**src/rtl/seg7_frame_driver_pkg.sv**
```systemverilog
// Shared constants and the active-low hex segment table for the 8-digit display path.
package seg7_frame_driver_pkg;

  localparam int unsigned NUM_DIGITS = 8;
  localparam logic [6:0]  SEG_OFF    = 7'h7F;
  localparam logic [7:0]  ANODE_OFF  = 8'hFF;

  // Entry n is the gfedcba pattern (0 = segment lit) for hex digit n.
  localparam logic [15:0][6:0] HEX_SEG_TABLE = {
    7'h0E, 7'h06, 7'h21, 7'h46, 7'h03, 7'h08, 7'h10, 7'h00,
    7'h78, 7'h02, 7'h12, 7'h19, 7'h30, 7'h24, 7'h79, 7'h40
  };

endpackage

```
**src/rtl/seg7_frame_driver_hex_to_seg7.sv**
```systemverilog
// Combinational hex nibble to active-low gfedcba segment decoder.
module hex_to_seg7
  import seg7_frame_driver_pkg::*;
(
  input  logic [3:0] i_nibble,
  output logic [6:0] o_seg
);

  always_comb begin
    o_seg = HEX_SEG_TABLE[i_nibble];
  end

endmodule

```
**src/rtl/seg7_frame_driver.sv**
```systemverilog
// Double-buffered 8-digit seven-segment frame driver with frame-boundary commit,
// inter-digit blanking and optional leading-zero suppression.
module seg7_frame_driver
  import seg7_frame_driver_pkg::*;
#(
  parameter int unsigned BLANK_CYCLES = 100
) (
  input  logic        clk,
  input  logic        rst,
  input  logic [2:0]  digit_index,
  input  logic        load,
  input  logic [31:0] value_in,
  input  logic [7:0]  en_in,
  input  logic [7:0]  dp_in,
  input  logic        lz_en,
  output logic        commit_pending,
  output logic [7:0]  anode,
  output logic [6:0]  seg,
  output logic        dp
);

  localparam logic [7:0] BLANK_INIT = 8'(BLANK_CYCLES);

  logic [31:0] r_shadow_val, r_act_val;
  logic [7:0]  r_shadow_en, r_shadow_dp, r_act_en, r_act_dp;
  logic        r_pending;
  logic [2:0]  r_digit_q;
  logic [7:0]  r_blank;
  logic [7:0]  r_anode;
  logic [6:0]  r_seg;
  logic        r_dp;

  logic        w_boundary;
  logic [31:0] w_act_val_nxt;
  logic [7:0]  w_act_en_nxt, w_act_dp_nxt;
  logic        w_pending_nxt;
  logic [7:0]  w_blank_nxt;
  logic [3:0]  w_nibble;
  logic [6:0]  w_seg_dec;
  logic        w_upper_zero;
  logic        w_visible;
  logic [7:0]  w_anode_nxt;
  logic [6:0]  w_seg_nxt;
  logic        w_dp_nxt;

  hex_to_seg7 u_hex_to_seg7 (
    .i_nibble (w_nibble),
    .o_seg    (w_seg_dec)
  );

  always_comb begin
    w_boundary    = (r_digit_q == 3'd7) && (digit_index == 3'd0);
    w_act_val_nxt = r_act_val;
    w_act_en_nxt  = r_act_en;
    w_act_dp_nxt  = r_act_dp;
    w_pending_nxt = r_pending;
    // A load landing on the boundary bypasses the shadow so it shows this frame.
    if (w_boundary && load) begin
      w_act_val_nxt = value_in;
      w_act_en_nxt  = en_in;
      w_act_dp_nxt  = dp_in;
      w_pending_nxt = 1'b0;
    end else if (w_boundary && r_pending) begin
      w_act_val_nxt = r_shadow_val;
      w_act_en_nxt  = r_shadow_en;
      w_act_dp_nxt  = r_shadow_dp;
      w_pending_nxt = 1'b0;
    end else if (load) begin
      w_pending_nxt = 1'b1;
    end

    if (digit_index != r_digit_q) begin
      w_blank_nxt = BLANK_INIT;
    end else if (r_blank != 8'd0) begin
      w_blank_nxt = r_blank - 8'd1;
    end else begin
      w_blank_nxt = 8'd0;
    end

    // Outputs use the post-commit buffer so the first digit of a frame is never stale.
    w_nibble     = w_act_val_nxt[{digit_index, 2'b00} +: 4];
    w_upper_zero = (w_act_val_nxt >> {digit_index, 2'b00}) == 32'd0;
    w_visible    = w_act_en_nxt[digit_index] &&
                   !(lz_en && (digit_index != 3'd0) && w_upper_zero);

    w_anode_nxt = ANODE_OFF;
    if ((w_blank_nxt == 8'd0) && w_visible) begin
      w_anode_nxt[digit_index] = 1'b0;
    end
    w_seg_nxt = w_visible ? w_seg_dec : SEG_OFF;
    w_dp_nxt  = w_visible ? ~w_act_dp_nxt[digit_index] : 1'b1;
  end

  always_ff @(posedge clk or posedge rst) begin
    if (rst) begin
      r_shadow_val <= '0;
      r_shadow_en  <= '0;
      r_shadow_dp  <= '0;
      r_act_val    <= '0;
      r_act_en     <= '0;
      r_act_dp     <= '0;
      r_pending    <= 1'b0;
      r_digit_q    <= '0;
      r_blank      <= '0;
      r_anode      <= ANODE_OFF;
      r_seg        <= SEG_OFF;
      r_dp         <= 1'b1;
    end else begin
      if (load) begin
        r_shadow_val <= value_in;
        r_shadow_en  <= en_in;
        r_shadow_dp  <= dp_in;
      end
      r_act_val <= w_act_val_nxt;
      r_act_en  <= w_act_en_nxt;
      r_act_dp  <= w_act_dp_nxt;
      r_pending <= w_pending_nxt;
      r_digit_q <= digit_index;
      r_blank   <= w_blank_nxt;
      r_anode   <= w_anode_nxt;
      r_seg     <= w_seg_nxt;
      r_dp      <= w_dp_nxt;
    end
  end

  assign commit_pending = r_pending;
  assign anode          = r_anode;
  assign seg            = r_seg;
  assign dp             = r_dp;

endmodule

```
**config.mk**
```make
export PLATFORM = sky130hd
export DESIGN_NAME = seg7_frame_driver
export DESIGN_NICKNAME = d
export VERILOG_FILES = /design/src/rtl/seg7_frame_driver_pkg.sv /design/src/rtl/seg7_frame_driver_hex_to_seg7.sv /design/src/rtl/seg7_frame_driver.sv
export SDC_FILE = /design/constraint.sdc
export NUM_CORES = 1
export LEC_CHECK = 0
export ABC_AREA = 1
export BUFFER_PORTS_ARGS = -buffer_cell sky130_fd_sc_hd__buf_2
export CORE_MARGIN = 3
export CORE_UTILIZATION = 60
export DETAILED_ROUTE_END_ITERATION = 8
export MAX_ROUTING_LAYER = met4
export PLACE_DENSITY_LB_ADDON = 0.15
export SYNTH_ARGS = -nofsm -noshare
export SYNTH_HDL_FRONTEND = slang
export SYNTH_SLANG_ARGS = --single-unit
export TNS_END_PERCENT = 10
```
**constraint.sdc**
```tcl
create_clock -name clk -period 6.95 [get_ports clk]
set_clock_uncertainty 0.2 [all_clocks]
set_input_delay 0.3475 -clock clk [delete_from_list [all_inputs] [get_ports clk]]
set_output_delay 0.3475 -clock clk [all_outputs]
set_load 0.01 [all_outputs]
```
**After elaboration in Yosys (flattened, before gate mapping)**

Memories as Yosys holds them, arrays and structs flattened.
Cells that the tools add are included.

- $add $sub $neg: 1
- $lt $le $gt $ge: 3
- Equal/unequal tests: 2
- Shifts and indexed selects: 2
- Mux-type cells: 21
- Bitwise logic cells: 2
- Reductions and logical operators: 15

Operators by type and width:

| operator | number |
|---|---|
| $mux W32 | 2 |
| $mux W8 | 7 |
| $logic_not A32 Y1 | 1 |
| $shiftx A32 B6 Y4 | 1 |
| $shr A32 B5 Y32 | 1 |
| $mux W7 | 2 |
| $logic_and A1 B1 Y1 | 8 |
| $logic_not A8 Y1 | 1 |
| $not A8 Y8 | 1 |
| $reduce_bool A8 Y1 | 1 |
| $sub A8 B1 Y8 const B | 1 |
| $mux W1 | 7 |
| $bmux W1 S3 | 2 |
| $reduce_bool A3 Y1 | 2 |
| $lt A4 B5 Y1 const B | 1 |
| $lt A3 B4 Y1 const B | 1 |
| $demux W1 S3 | 1 |
| $eq A3 B3 Y1 const B | 1 |
| $ge A3 B1 Y1 const B | 1 |
| $logic_not A3 Y1 | 1 |
| $ne A3 B3 Y1 | 1 |
| $logic_not A1 Y1 | 1 |
| $not A1 Y1 | 1 |

- Bits in registers: 124
- Bits in read-only memories: 112
- Memories kept: 1

Memories:

| memory | depth | width | rd ports | clocked after memory_dff | wr ports | RTL line | source |
|---|---|---|---|---|---|---|---|
| (name not given) | 16 | 7 | 1 | 0 | 0 | seg7_frame_driver_hex_to_seg7.sv:10 | `o_seg = HEX_SEG_TABLE[i_nibble];` |

**Longest topological paths before layout**

- Depth after elaboration: 12
- Gate-level depth with buffers: 26
- Gate-level depth less buffers: 22

**Cells and area by module**

From an unflattened synthesis, not the netlist that was laid out.

- Cell total of the unflattened synthesis: 929
- Area total of the unflattened synthesis: 6879.1 um^2

Modules (own cells, without submodules):

| module | times used | cells an instance | area an instance (um^2) | sequential area each (um^2) |
|---|---|---|---|---|
| seg7_frame_driver | 1 | 880 | 6605.1 | 3123.0 |
| hex_to_seg7 | 1 | 49 | 274.0 | 0.0 |

**Least setup slack after synthesis**

Ideal clock, no wire load.

- Kind: input to register
- From: input digit_index[0]
- To: register r_anode[0], in the netlist anode[0]
- Library setup time: 66 ps
- Arrival: 2725 ps
- Data required time: 6684 ps
- Path slack: 3959 ps
- Stages: 24
- Path buffers: 3
- Cell sequence: buf_4 > inv_4 > nand2_4 > nor2_4 > nand2_2 > buf_2 > or2_2 > nand3_1 > nand2_1 > inv_1 > nand2_1 > inv_1 > nand2_1 > inv_1 > ha_1 > nand2_1 > nor2_1 > nand3_1 > nor2_1 > nand3_1 > nor2_2 > nand2_2 > buf_6 > nand4_1

- Cells in the longest elaborated chain, start to end: 12

Ends and longest elaborated chain:

| what | RTL line | source |
|---|---|---|
| start, declared | seg7_frame_driver.sv:10 | `input logic [2:0] digit_index,` |
| $logic_not A3 Y1 | seg7_frame_driver.sv:52 | `w_boundary = (r_digit_q == 3'd7) && (digit_index == 3'd0);` |
| $logic_and A1 B1 Y1 | seg7_frame_driver.sv:52 |  |
| $logic_and A1 B1 Y1 | seg7_frame_driver.sv:63 | `end else if (w_boundary && r_pending) begin` |
| $mux W32 | seg7_frame_driver.sv:63 |  |
| $mux W32 | seg7_frame_driver.sv:58 | `if (w_boundary && load) begin` |
| $shr A32 B5 Y32 | seg7_frame_driver.sv:82 | `w_upper_zero = (w_act_val_nxt >> {digit_index, 2'b00}) == 32'd0;` |
| $logic_not A32 Y1 | seg7_frame_driver.sv:82 |  |
| $logic_and A1 B1 Y1 | seg7_frame_driver.sv:84 | `!(lz_en && (digit_index != 3'd0) && w_upper_zero);` |
| $logic_not A1 Y1 | seg7_frame_driver.sv:84 |  |
| $logic_and A1 B1 Y1 | seg7_frame_driver.sv:83 | `w_visible = w_act_en_nxt[digit_index] &&` |
| $logic_and A1 B1 Y1 | seg7_frame_driver.sv:87 | `if ((w_blank_nxt == 8'd0) && w_visible) begin` |
| $mux W8 (*) | seg7_frame_driver.sv:87 |  |
| via w_anode_nxt[0] | seg7_frame_driver.sv:42 | `logic [7:0] w_anode_nxt;` |
| end signal, assigned | seg7_frame_driver.sv:120 | `r_anode <= w_anode_nxt;` |
| end, declared | seg7_frame_driver.sv:29 | `logic [7:0] r_anode;` |

Mark *: on every way through the listed nets, which the timed path passes. The rest lies on a longest branch. The select of a mux whose other input is x is not followed.
A chain may end at the register's enable or synchronous reset.

**Worst setup path after layout**

- From: input digit_index[1]
- To: register r_seg[6], in the netlist seg[6]

- Cells in the longest elaborated chain, start to end: 11

Ends and longest elaborated chain:

| what | RTL line | source |
|---|---|---|
| parallel branches: the longest is 10 deep, another holds $mem_v2 Z16 W7 | - |  |
| $mux W7 (*) | seg7_frame_driver.sv:90 | `w_seg_nxt = w_visible ? w_seg_dec : SEG_OFF;` |
| via w_seg_nxt[6] | seg7_frame_driver.sv:43 | `logic [6:0] w_seg_nxt;` |
| end signal, assigned | seg7_frame_driver.sv:121 | `r_seg <= w_seg_nxt;` |
| end, declared | seg7_frame_driver.sv:30 | `logic [6:0] r_seg;` |

Mark *: on every way through the listed nets, which the timed path passes. The select of a mux whose other input is x is not followed.

==> flow_metrics.py <==
metrics = {
    "pwr": {
        "p_int_mw": 1.506,
        "clkPwrFrac_pct": 37.7,
        "seq_power_share_pct": 41.6,
        "power_leakage_nw": 4.019,
        "power_density_nw_per_um2": 268.8,
        "p_switching_mw": 0.6136,
        "p_total_mw": 2.120,
        "ir_drop_v": 0.0001969,
        "power_frac_comb_pct": 20.7,
        "netSwitchingFraction_pct": 28.95,
    },
    "setup_path": {
        "timing.rr.start": "r_digit_q[1]",
        "path_class": "in2reg",
        "r2r_slack_ns": 2.68,
        "startpoint_type": "input pin",
        "crit_path_end_kind": "register",
        "cp_data_arrival_time_ns": 4.72,
        "required_ns": 7.21,
        "setup.worst_path.start": "digit_index[1]",
        "path_max_fanout": 37,
    },
    "sta": {
        "rsz0062_at_grt": "no",
        "worst_slew_pin_slew_ns": 1.027,
        "period_needed_ns": 4.457,
        "setup_viol": 0,
        "slew_viol_final": 0,
        "holdWs_ns": 0.04238,
        "tns_ns": 0,
        "setup_ws_ns": 2.493,
        "maxSlewHeadroom_pct": 31.56,
        "finalCritPeriodShare_pct": 64.13,
        "hold_viol_final": 0,
        "max_freq_mhz": 224.4,
    },
    "synth": {
        "ys_seq_area_share_pct": 47.89,
        "syn_area_per_cell_um2": 7.672,
        "syn_area_um2": 6521,
        "ys_warn_count": 0,
        "synth_seq_cells": 124,
        "synth_top_cell_by_area": "dfrtp_1",
        "synth_top_area_share_pct": 41.44,
        "synth_edf_count": 0,
        "syn-num-nets": 913,
        "synth_ff_type": "dfrtp_1",
        "ys_types": 41,
        "ys_top_cells_by_area": "dfrtp_1 (41%), nand2_1 (18%), dfstp_2 (6.4%)",
        "ys_async_sr_fraction_pct": 100.0,
        "syn_inst": 850,
    },
    "grt": {
        "track_usage_pct": 30.85,
        "grt_pass1_vias": 5844,
        "grt_pass1_wl_um": 28030,
        "grt-ovfl-total": 0,
        "antenna_found_initial": 0,
        "grt_max_degree": 79,
    },
    "flow_run": {
        "cap_violations": 0,
    },
    "placed_design": {
        "place_inst": 1021,
        "place_congestion": 1.001,
        "post-place-ws_ns": 2.296,
        "dpl_cell_area_um2": 6847,
        "io_buffers": 71,
        "dp_hpwl_um": 11170,
    },
    "final_layout": {
        "fin_util_pct": 75.38,
        "area_delta_synth_final_pct": 20.93,
        "antenna_cells": 0,
        "multi_input_area_um2": 2839,
        "stdcell_area_um2": 7886,
        "seqCellArea_um2": 3123,
        "nFillCells": 773,
        "stdcell_count": 1104,
        "layout.nets": 1018,
        "final_cell_mix": "nand2_1 (309), dfrtp_1 (108), nand3_1 (80)",
        "layout_commonest_cell": "nand2_1",
        "drive_gt1_share_pct": 14.88,
    },
    "clocking": {
        "numClockSinks": 124,
        "cts_resized": 0,
        "hold_buffers": 51,
        "path_clk_slew_ns": 0.05,
        "cts_setup_buffers": 0,
        "clock_latency_ns": 0.53,
        "clockBufferDepth": 2,
        "htreeDepth": 4,
        "cts_root_buffer": "clkbuf_8",
        "cts_buffers": 17,
        "cts_tree": "yes",
    },
    "drt": {
        "vias": 5990,
        "drt_iter0_drc": 606,
        "wl_per_cell_um": 15.34,
        "drtPass1Iterations": 5,
        "via_per_inst": 5.426,
        "drc": 0,
        "finalWirelength_um": 16930,
        "antenna_left": 0,
    },
    "floorplan": {
        "core_um2": 10460,
        "core.rowCount": 37,
        "start_util_pct": 62.33,
        "die_w_um": 110.3,
        "die_area_um2": 12160,
        "pin_count": 72,
        "die_height_um": 110.3,
    },
    "outcome": {
        "status": "completed",
    },
    "hold_path": {
        "hold_class": "in2reg",
        "holdCritStartpoint": "digit_index[0]",
    },
}
[sequential cells by signal, indices dropped and copies added (netlist names), 3 cells and up]
signal,flops
r_shadow_val,32
seg,7
r_act_en,8
r_shadow_dp,8
r_shadow_en,8
r_blank,8
r_act_val,32
anode,8
r_act_dp,8
r_digit_q,3
[Yosys cell counts (3+ instances only)]
cell      count
nand3_2       5
buf_2        11
dfrtp_1     108
inv_4         3
nand2_2       5
nand2_1     309
or2_2         4
buf_4         8
o21a_1        6
xor2_1        6
nand4_1      15
inv_1        80
ha_1          8
nor2_1       52
and2_1       10
buf_6         6
nor3_1        8
nand3_1      80
clkbuf_1     13
o211ai_1      7
o21ai_1       3
o21ai_0      35
dfstp_2      16
a21oi_1      27
[worst max-delay path: stages]
cell and delay (ns):
dlygate4sd3_1 0.54, buf_2 0.23, nor2_8 0.16, nand2_4 0.08, nor2_4 0.60, nand2_2 0.61, or2_2 0.48, nand3_1 0.08
nand2_1 0.06, inv_1 0.05, nand2_1 0.04, inv_1 0.05, nand2_1 0.11, inv_1 0.17, ha_1 0.20, nand2_1 0.07
nor2_1 0.10, nand3_1 0.08, nor2_1 0.11, nand3_1 0.09, nor2_2 0.10, nand2_2 0.19, nand3_1 0.17
[worst paths after layout]
kind	end	cells past startpoint
worst max-delay path	seg[6]	23
worst min-delay path	r_digit_q[0]	1
worst max register to register	seg[6]	20
worst min register to register	r_blank[0]	1
max in group asynchronous	r_blank[0]	4
min in group asynchronous	r_act_val[26]	3
[per-layer routing]
layer / track usage, % / vias up / routed length, µm
met5: - / - / 0
met4: 8.795 / 0 / 217
met3: 7.222 / 23 / 1024
met2: 47.83 / 211 / 8068
met1: 40.94 / 2860 / 7619
li1: - / 2896 / -
[power by group through the flow]
stage	Clock, mW	Sequential, mW	Combinational [mW]
4_1_cts	0.806	0.879	0.435
3_3_place_gp	0	0.886	0.398
6_report	0.800	0.881	0.439
3_5_place_dp	0	0.888	0.407
5_1_grt	0.842	0.889	0.502
2_1_floorplan	0	0.887	0.295
[cell type report]
cell class | instances | share of cell area, %
clock inverters | 3 | 0.5077
flip-flops and latches | 124 | 39.60
well taps | 136 | 2.158
clock buffers | 29 | 6.203
inverters | 85 | 4.173
repair buffers | 126 | 11.36
multi-input cells | 601 | 36.00
[kinds of logic (layout without fill, tap and decap cells)]
logic type / after synthesis / after routing / synth area share (%)
AOI/OAI and AO/OA: 86 / 86 / 7.483
xor gates and xnor gates: 6 / 6 / 0.8058
adders and majority gates: 8 / 8 / 1.535
buffers and inverters: 125 / 243 / 8.672
DFF: 124 / 124 / 47.89
and+or+nand+nor: 501 / 501 / 33.61
Note: power is estimated with default switching activity, not from simulation.
